===== src/rtl/keypad_entry_ctrl.sv =====
// Keypad entry controller: scanner enable divider, single-key press detection,
// BCD digit entry with backspace/submit, consumer handshake and idle timeout.
module keypad_entry_ctrl #(
  parameter int unsigned SCAN_DIV   = 16,
  parameter int unsigned MAX_DIGITS = 4,
  parameter logic [23:0] TIMEOUT    = 24'd1000000
) (
  input  logic        clk,
  input  logic        rst_n,
  input  logic [9:0]  numbers,
  input  logic        asterisk,
  input  logic        hash,
  output logic        scan_en,
  output logic        key_strobe,
  output logic [3:0]  key_code,
  output logic [15:0] entry,
  output logic [2:0]  entry_len,
  output logic        entry_valid,
  input  logic        entry_ready,
  output logic        error,
  output logic        timeout
);

  typedef enum logic [1:0] {
    IDLE,
    ENTRY,
    PENDING
  } state_t;

  localparam logic [15:0] DIV_LAST   = 16'(SCAN_DIV - 1);
  localparam logic [2:0]  MAX_LEN    = 3'(MAX_DIGITS);
  localparam logic [15:0] ENTRY_MASK = 16'((32'd1 << (4 * MAX_DIGITS)) - 32'd1);
  localparam logic [23:0] TO_LAST    = TIMEOUT - 24'd1;
  localparam logic [3:0]  CODE_STAR  = 4'd10;
  localparam logic [3:0]  CODE_HASH  = 4'd11;

  // Scanner enable divider; scan_en is registered alongside the count so it
  // tracks count == SCAN_DIV-1 and stays low during reset.
  logic [15:0] div_cnt;
  logic [15:0] div_nxt;

  assign div_nxt = (div_cnt == DIV_LAST) ? 16'd0 : div_cnt + 16'd1;

  // NOTE: sequential state uses non-blocking assignments so every flop samples
  // pre-edge values regardless of statement order.
  always_ff @(posedge clk or negedge rst_n) begin
    if (!rst_n) begin
      div_cnt <= '0;
      scan_en <= 1'b0;
    end else begin
      div_cnt <= div_nxt;
      scan_en <= (div_nxt == DIV_LAST);
    end
  end

  // Press detection: a key counts only on a rising edge out of all-released.
  logic [11:0] keys;
  logic [11:0] prev;
  logic        prev_idle;
  logic        multi;
  logic        accept;
  logic        multi_err;
  logic [3:0]  key_idx;

  assign keys      = {hash, asterisk, numbers};
  assign prev_idle = (prev == 12'd0);
  assign multi     = ((keys & (keys - 12'd1)) != 12'd0);
  assign accept    = prev_idle && (keys != 12'd0) && !multi;
  assign multi_err = prev_idle && multi;

  always_ff @(posedge clk or negedge rst_n) begin
    if (!rst_n) prev <= '0;
    else        prev <= keys;
  end

  always_comb begin
    key_idx = 4'd0;
    for (int i = 0; i < 12; i++) begin
      if (keys[i]) key_idx = 4'(i);
    end
  end

  // Entry FSM
  state_t      state, state_n;
  logic [15:0] entry_n;
  logic [2:0]  len_n;
  logic [23:0] tcnt, tcnt_n;
  logic        key_strobe_n;
  logic [3:0]  key_code_n;
  logic        error_n;
  logic        timeout_n;

  always_ff @(posedge clk or negedge rst_n) begin
    if (!rst_n) begin
      state      <= IDLE;
      entry      <= '0;
      entry_len  <= '0;
      tcnt       <= '0;
      key_strobe <= 1'b0;
      key_code   <= '0;
      error      <= 1'b0;
      timeout    <= 1'b0;
    end else begin
      state      <= state_n;
      entry      <= entry_n;
      entry_len  <= len_n;
      tcnt       <= tcnt_n;
      key_strobe <= key_strobe_n;
      key_code   <= key_code_n;
      error      <= error_n;
      timeout    <= timeout_n;
    end
  end

  assign entry_valid = (state == PENDING);

  // NOTE: every output of this block gets a default first, so no path can
  // leave a value unassigned and infer a latch.
  always_comb begin
    state_n      = state;
    entry_n      = entry;
    len_n        = entry_len;
    tcnt_n       = 24'd0;
    key_strobe_n = accept;
    key_code_n   = accept ? key_idx : key_code;
    error_n      = 1'b0;
    timeout_n    = 1'b0;

    unique case (state)
      IDLE, ENTRY: begin
        error_n = multi_err;
        if (accept) begin
          if (key_idx == CODE_STAR) begin
            if (entry_len != 3'd0) begin
              entry_n = entry >> 4;
              len_n   = entry_len - 3'd1;
              state_n = (entry_len == 3'd1) ? IDLE : ENTRY;
            end
          end else if (key_idx == CODE_HASH) begin
            if (entry_len != 3'd0) state_n = PENDING;
            else                   error_n = 1'b1;
          end else if (entry_len < MAX_LEN) begin
            entry_n = {entry[11:0], key_idx} & ENTRY_MASK;
            len_n   = entry_len + 3'd1;
            state_n = ENTRY;
          end else begin
            error_n = 1'b1;
          end
        end else if (state == ENTRY) begin
          if (tcnt == TO_LAST) begin
            entry_n   = '0;
            len_n     = '0;
            state_n   = IDLE;
            timeout_n = 1'b1;
          end else begin
            tcnt_n = tcnt + 24'd1;
          end
        end
      end
      PENDING: begin
        // Keys still strobe here but never touch the held entry.
        if (entry_ready) begin
          entry_n = '0;
          len_n   = '0;
          state_n = IDLE;
        end
      end
      default: state_n = IDLE;
    endcase
  end

endmodule


===== config.mk =====
export PLATFORM = sky130hd
export DESIGN_NAME = keypad_entry_ctrl
export DESIGN_NICKNAME = d
export VERILOG_FILES = /design/src/rtl/keypad_entry_ctrl.sv
export SDC_FILE = /design/constraint.sdc
export NUM_CORES = 1
export LEC_CHECK = 0
export BUFFER_PORTS_ARGS = -buffer_cell sky130_fd_sc_hd__buf_4
export CORE_MARGIN = 3
export CORE_UTILIZATION = 30
export DETAILED_ROUTE_END_ITERATION = 8
export GPL_ROUTABILITY_DRIVEN = 0
export GPL_TIMING_DRIVEN = 0
export SLEW_MARGIN = 20
export SYNTH_ARGS = -nofsm -noshare
export SYNTH_HDL_FRONTEND = slang
export SYNTH_SLANG_ARGS = --single-unit

===== constraint.sdc =====
create_clock -name clk -period 2.5 [get_ports clk]
set_clock_uncertainty 0.1 [all_clocks]
set_input_delay 0.125 -clock clk [delete_from_list [all_inputs] [get_ports clk]]
set_output_delay 0.125 -clock clk [all_outputs]
set_load 0.005 [all_outputs]

### After elaboration in Yosys (flattened, before gate mapping)

Index checks and enable logic that the tools add are counted.

| word-level totals | value |
|---|---|
| logic and storage cells | 102 |
| input port bits | 15 |
| flip-flop bits (word level) | 81 |

| cells by class | value |
|---|---|
| order comparisons | 1 |
| reductions and logical operators | 13 |
| muxes and demuxes | 55 |
| equality and inequality tests | 16 |
| add/sub/neg operators | 5 |
| bitwise logic cells | 1 |

Operators with widths:

| operator | number |
|---|---|
| 2-to-1 mux 16 bit | 9 |
| 2-to-1 mux 24 bit | 4 |
| 2-to-1 mux 3 bit | 11 |
| == test 16 x 4 -> 1 bit, second input constant | 2 |
| one-hot mux 16 bit (2 select lines) | 1 |
| adder 24 x 1 -> 24 bit, second input constant | 1 |
| == test 24 x 20 -> 1 bit, second input constant | 1 |
| nonzero test 12 bit | 2 |
| 2-to-1 mux 2 bit | 11 |
| 2-to-1 mux 4 bit | 5 |
| adder 16 x 1 -> 16 bit, second input constant | 1 |
| inequality test 4 bit, second input constant | 4 |
| AND 12 bit | 1 |
| logical NOT 12 bit | 1 |
| 2-to-1 mux 1 bit | 12 |
| subtractor 12 x 1 -> 12 bit, second input constant | 1 |
| == test 4 bit, second input constant | 2 |
| AND reduction 7 bit | 1 |
| inequality test 3 bit, second input constant | 2 |
| one-hot mux 3 bit (2 select lines) | 1 |
| AND reduction 6 bit | 1 |
| inequality test 5 bit, second input constant | 1 |
| one-hot mux 2 bit (2 select lines) | 1 |
| adder 3 x 1 -> 3 bit, second input constant | 1 |
| other kinds (12) | 14 |

### Depth between registers and ports, before layout

| logic depth | value |
|---|---|
| depth in word-level cells | 16 |
| gate-level depth with buffers | 9 |
| depth with buffers taken out | 8 |

### Least setup slack after synthesis

Ideal clock, no wire load.

| timing | value |
|---|---|
| kind | input to register |
| start | input numbers[2] |
| end | register entry[10] |
| buffers on the path | 1 |
| stages on the path | 8 |
| path slack | -0.285 ns |
| arrival time | 2.559 ns |
| required time | 2.275 ns |
| library setup time | 0.125 ns |
| path through | or4_4 o41ai_2 o2111ai_2 a211oi_4 a221oi_2 nor3_4 buf_8 mux2_4 |

| between the ends | value |
|---|---|
| word-level cells in the longest chain between the ends | 14 |
| elaborated cells between the ends (all ways) | 28 |
| classes of those cells | 1 x add/sub; 7 x eq/ne; 13 x mux; 1 x bitwise; 6 x reduce/logical |

RTL lines:

| element | line | source |
|---|---|---|
| from (decl) | 10 | `input logic [9:0] numbers,` |
| 2-to-1 mux 2 bit (2 in series) | 79 | `if (keys[i]) key_idx = 4'(i);` |
| 2-to-1 mux 3 bit (3 in series) | 79 |  |
| 2-to-1 mux 4 bit (5 in series) | 79 |  |
| == test 4 bit | 133 | `if (key_idx == CODE_STAR) begin` |
| 2-to-1 mux 16 bit | 133 |  |
| 2-to-1 mux 16 bit | 132 | `if (accept) begin` |
| one-hot mux 16 bit (2 select lines) | 129 | `unique case (state)` |
| to (signal assigned) | 105 | `entry <= entry_n;` |
| to (decl) | 16 | `output logic [15:0] entry,` |

Parallel ways exist; a longest one is shown, timed or not.
A chain may end at the register's enable or synchronous reset.

### Worst setup path in the final report

| timing | value |
|---|---|
| start | input numbers[4] |
| end | register entry[11] |

| between the ends | value |
|---|---|
| word-level cells in the longest chain between the ends | 12 |
| elaborated cells between the ends (all ways) | 26 |
| classes of those cells | 1 x add/sub; 7 x eq/ne; 11 x mux; 1 x bitwise; 6 x reduce/logical |

RTL lines:

| element |
|---|
| parallel branches: the longest is 12 deep, another holds subtractor 12 x 1 -> 12 bit |

Several ways; the timed one is not identified.

==> reports/summary.md <==
### Run status
• status: finished, violations left
• violated checks: negative setup slack

### Worst setup path
• kind of start point of the critical path: input pin
• Worst Setup Path Type: in2reg
• Req. time, crit path: 2.63 ns
• critical register-to-register path startpoint: prev[6]
• depth of the most critical reg-to-reg path: 9
• Worst EP arrival: 2.67 ns
• worst-case register-to-register setup slack: 0.05 ns
• end point of the critical path: entry[11]
• maximum fanout encountered on the critical timing path: 8
• critical path launch point: numbers[4]
• kind of end point of the critical path: flop
• critical register-to-register path endpoint: entry[11]

### Floorplanning
• standard-cell row count: 41
• DIE WIDTH: 122.0 um
• Core Region: 0.01288 mm2
• Boundary Pins: 43
• overall die area: 0.01489 mm2
• Die Height: 122.0 um
• starting density of the core: 0.3136

### Timing
• count of final setup violators: 12
• final worst-path cycle share: 1.019
• Max Transition Viols Final: 0
• setup repair after global routing missed its margin: true
• min Tclk post-route: 2.548 ns
• Slew Limit Headroom: 0.4264
• number of hold-slack violations in the final timing report: 0
• worst slew pin tran: 0.8514 ns
• Final WS setup: -0.04765 ns
• hold slack: 0.09978 ns
• highest clock frequency the design can meet: 0.3925 GHz
• summed negative setup slack over all endpoints: -0.3025 ns

### Placement
• PortBufs: 42
• Setup Slack @ Placement: -0.6979 ns
• dpl hpwl: 6186 um

### Route
• final WL: 9274 um
• number of nets still failing antenna checks after routing: 0
• vias post-DR: 3176
• average detailed-routed wire length per instance: 14.29 um
• 1st-iter DRT viols: 180
• number of vias per cell after detailed routing: 4.894
• Residual DRC: 0
• first drt pass iteration count: 4

### Finish
• relative area change from synthesis to final layout: 30.83%
• Total Nets Final: 494
• diode count: 0
• fraction of final layout cells with drive strength greater than 1: 0.2516

### CTS
• deepest level of the CTS H-tree: 3
• latest clock arrival within the worst-skew pair: 0.34 ns
• TritonCTS clock tree: done
• CTS max path bufs: 2
• cell at the root of the clock tree: clkbuf_16
• number of buffers created by CTS: 9
• Clock Pin Slew Worst Setup and Hold Paths: 0.06 ns
• sinks on the clock net: 81

### Logic synthesis
• Main synth FF type: dfrtp_1
• Async SR Flop Fraction: 1.000
• number of synthesized flops with an enable pin: 0
• FF+latch count, synth: 81
• sequential-to-total area share from yosys stat: 0.5020
• distinct cell type count of the synthesized netlist: 51
• Syn Nets: 413
• Synth warnings: 0
• Mean Syn Cell Area: 10.33 um2
• Post-Synthesis Cells: 391
• area of the mapped netlist: 0.004038 mm2

### GRT
• vias in the first global route: 3135
• pin count of the biggest net entering global routing: 82
• number of antenna violations at the first check in global routing: 0
• wire length of the first global-routing pass: 15350 um
• global-route congestion overflow total: 0
• global-route usage over all layers: 0.1316

### Worst hold path
• worst min-delay path class: in2reg

### Power and ir drop
• Leak Pwr: 2.286 nW
• largest vdd supply drop: 0.2944 mV
• areal power density over the cells: 520.4 mW/mm2

### Flow run
• max-cap viol count: 0

## flip-flops by register name, summed over array words and instances (netlist names), 2 cells and up
name / count
key_code: 4
tcnt: 24
prev: 12
state: 2
div_cnt: 16
entry: 16
entry_len: 3
## worst min path at each step
stage | startpoint | end | cells after the start
after global placement | asterisk | prev[10] | 1
after CTS | numbers[9] | key_code[3] | 3
final | numbers[8] | key_code[0] | 4
after floorplan | rst_n | div_cnt[0] | 0
after detailed placement | asterisk | prev[10] | 1
after global routing | hash | key_code[1] | 3
## power breakdown
part | internal [mW] | total, mW | leakage (nW) | switching, mW
clock | 0.726 | 1.23 | 0.133 | 0.503
combinational | 0.0786 | 0.178 | 1.06 | 0.0998
sequential | 1.33 | 1.34 | 1.09 | 0.0111
## what timing repair did
action | in CTS | in global routing
gates resized for setup | 11 | 27
pin swaps | 6 | 10
hold buffers | 14 | 0
endpoints found under the setup margin | 44 | 31
endpoints found under the hold margin | 94 | 0
setup buffers | 12 | 3
## critical path, stage by stage
cell	delay [ns]
buf_4	0.14
or4_4	0.59
nor3_1	0.39
o2111ai_4	0.19
a211oi_4	0.33
a221oi_2	0.12
nor3_4	0.22
buf_12	0.15
buf_12	0.13
mux2_4	0.29
## cells in the final DEF (no fill, tap or decap), types with 3 or more instances in the layout
cell           Yosys  layout
dfrtp_1           81      80
nor2_1            68      64
buf_4              0      50
nand2_1           22      22
nand3_1           20      20
xor2_1            20      20
xnor2_1           18      18
inv_1             18      17
mux2i_1           14      14
dlygate4sd3_1      0      14
mux2_4             4      11
nor4_1            12       9
nor3_1            10       9
clkbuf_16          0       9
a21oi_1            8       8
clkbuf_1           6       7
ha_1               7       7
a31oi_1            6       6
buf_6              0       6
o21ai_0            5       5
and3_1             6       5
nand4_1            5       5
nand2b_1           4       4
mux2_2            11       4
or2_2              3       3
nor2_2             0       3
nor4_2             0       3
buf_2              4       3
and4_1             3       3
## per-stage QoR
step | area [um2] | instances | utilization | power [mW]
3_3_place_gp | 4581 | 605 | 0.3557 | 1.509
2_1_floorplan | 4050 | 391 | - | 1.425
3_5_place_dp | 4581 | 605 | 0.3557 | 1.512
5_1_grt | 5283 | 649 | 0.4103 | 2.860
6_report | 5283 | 649 | 0.4103 | 2.749
4_1_cts | 5141 | 646 | 0.3993 | 2.778
## routing by layer
layer,vias up,share of wire,global-route usage
li1,1523,-,-
met3,13,0.049,0.04596
met5,-,0,0
met4,0,0.016,0.04202
met2,61,0.48,0.2113
met1,1579,0.46,0.1666
## cells in the mapped netlist, drive strengths merged, types with 5 or more instances
cell type / number / area [um2]
mux2: 15 / 183.9
nor4: 12 / 75.07
inv: 18 / 67.56
xnor2: 18 / 157.7
nand2: 22 / 82.58
mux2i: 14 / 140.1
ha: 7 / 87.58
a31oi: 6 / 37.54
clkbuf: 6 / 22.52
nand3: 20 / 100.1
xor2: 20 / 175.2
o21ai: 5 / 25.02
a21oi: 8 / 40.04
nor3: 11 / 66.32
buf: 5 / 35.03
nand4: 5 / 31.28
dfrtp: 81 / 2027
nor2: 68 / 255.2
and3: 6 / 37.54
## layout make-up
cell class	count	area, um2
plain buffers	10	62.56
clock buffers	14	264.0
clock inverters	2	12.51
fillers	1255	7594
inverters	18	67.56
multi-input cells	281	2029
flip-flops and latches	81	2028
well taps	172	215.2
repair buffers	71	603.1
## cells by family (layout without fill, tap and decap cells)
| family | after synthesis | count (layout) | share of synthesized area |
|---|---|---|---|
| XOR/XNOR | 38 | 38 | 0.08243 |
| AND/OR/NAND/NOR | 165 | 165 | 0.1996 |
| multiplexers | 29 | 29 | 0.08026 |
| adder cells (fa/ha/maj) | 8 | 8 | 0.02417 |
| flip-flops | 81 | 81 | 0.5020 |
| AO/OA/AOI/OAI | 41 | 41 | 0.08057 |
| buffers and inverters | 29 | 115 | 0.03099 |
Note: power is estimated with default switching activity, not from simulation.
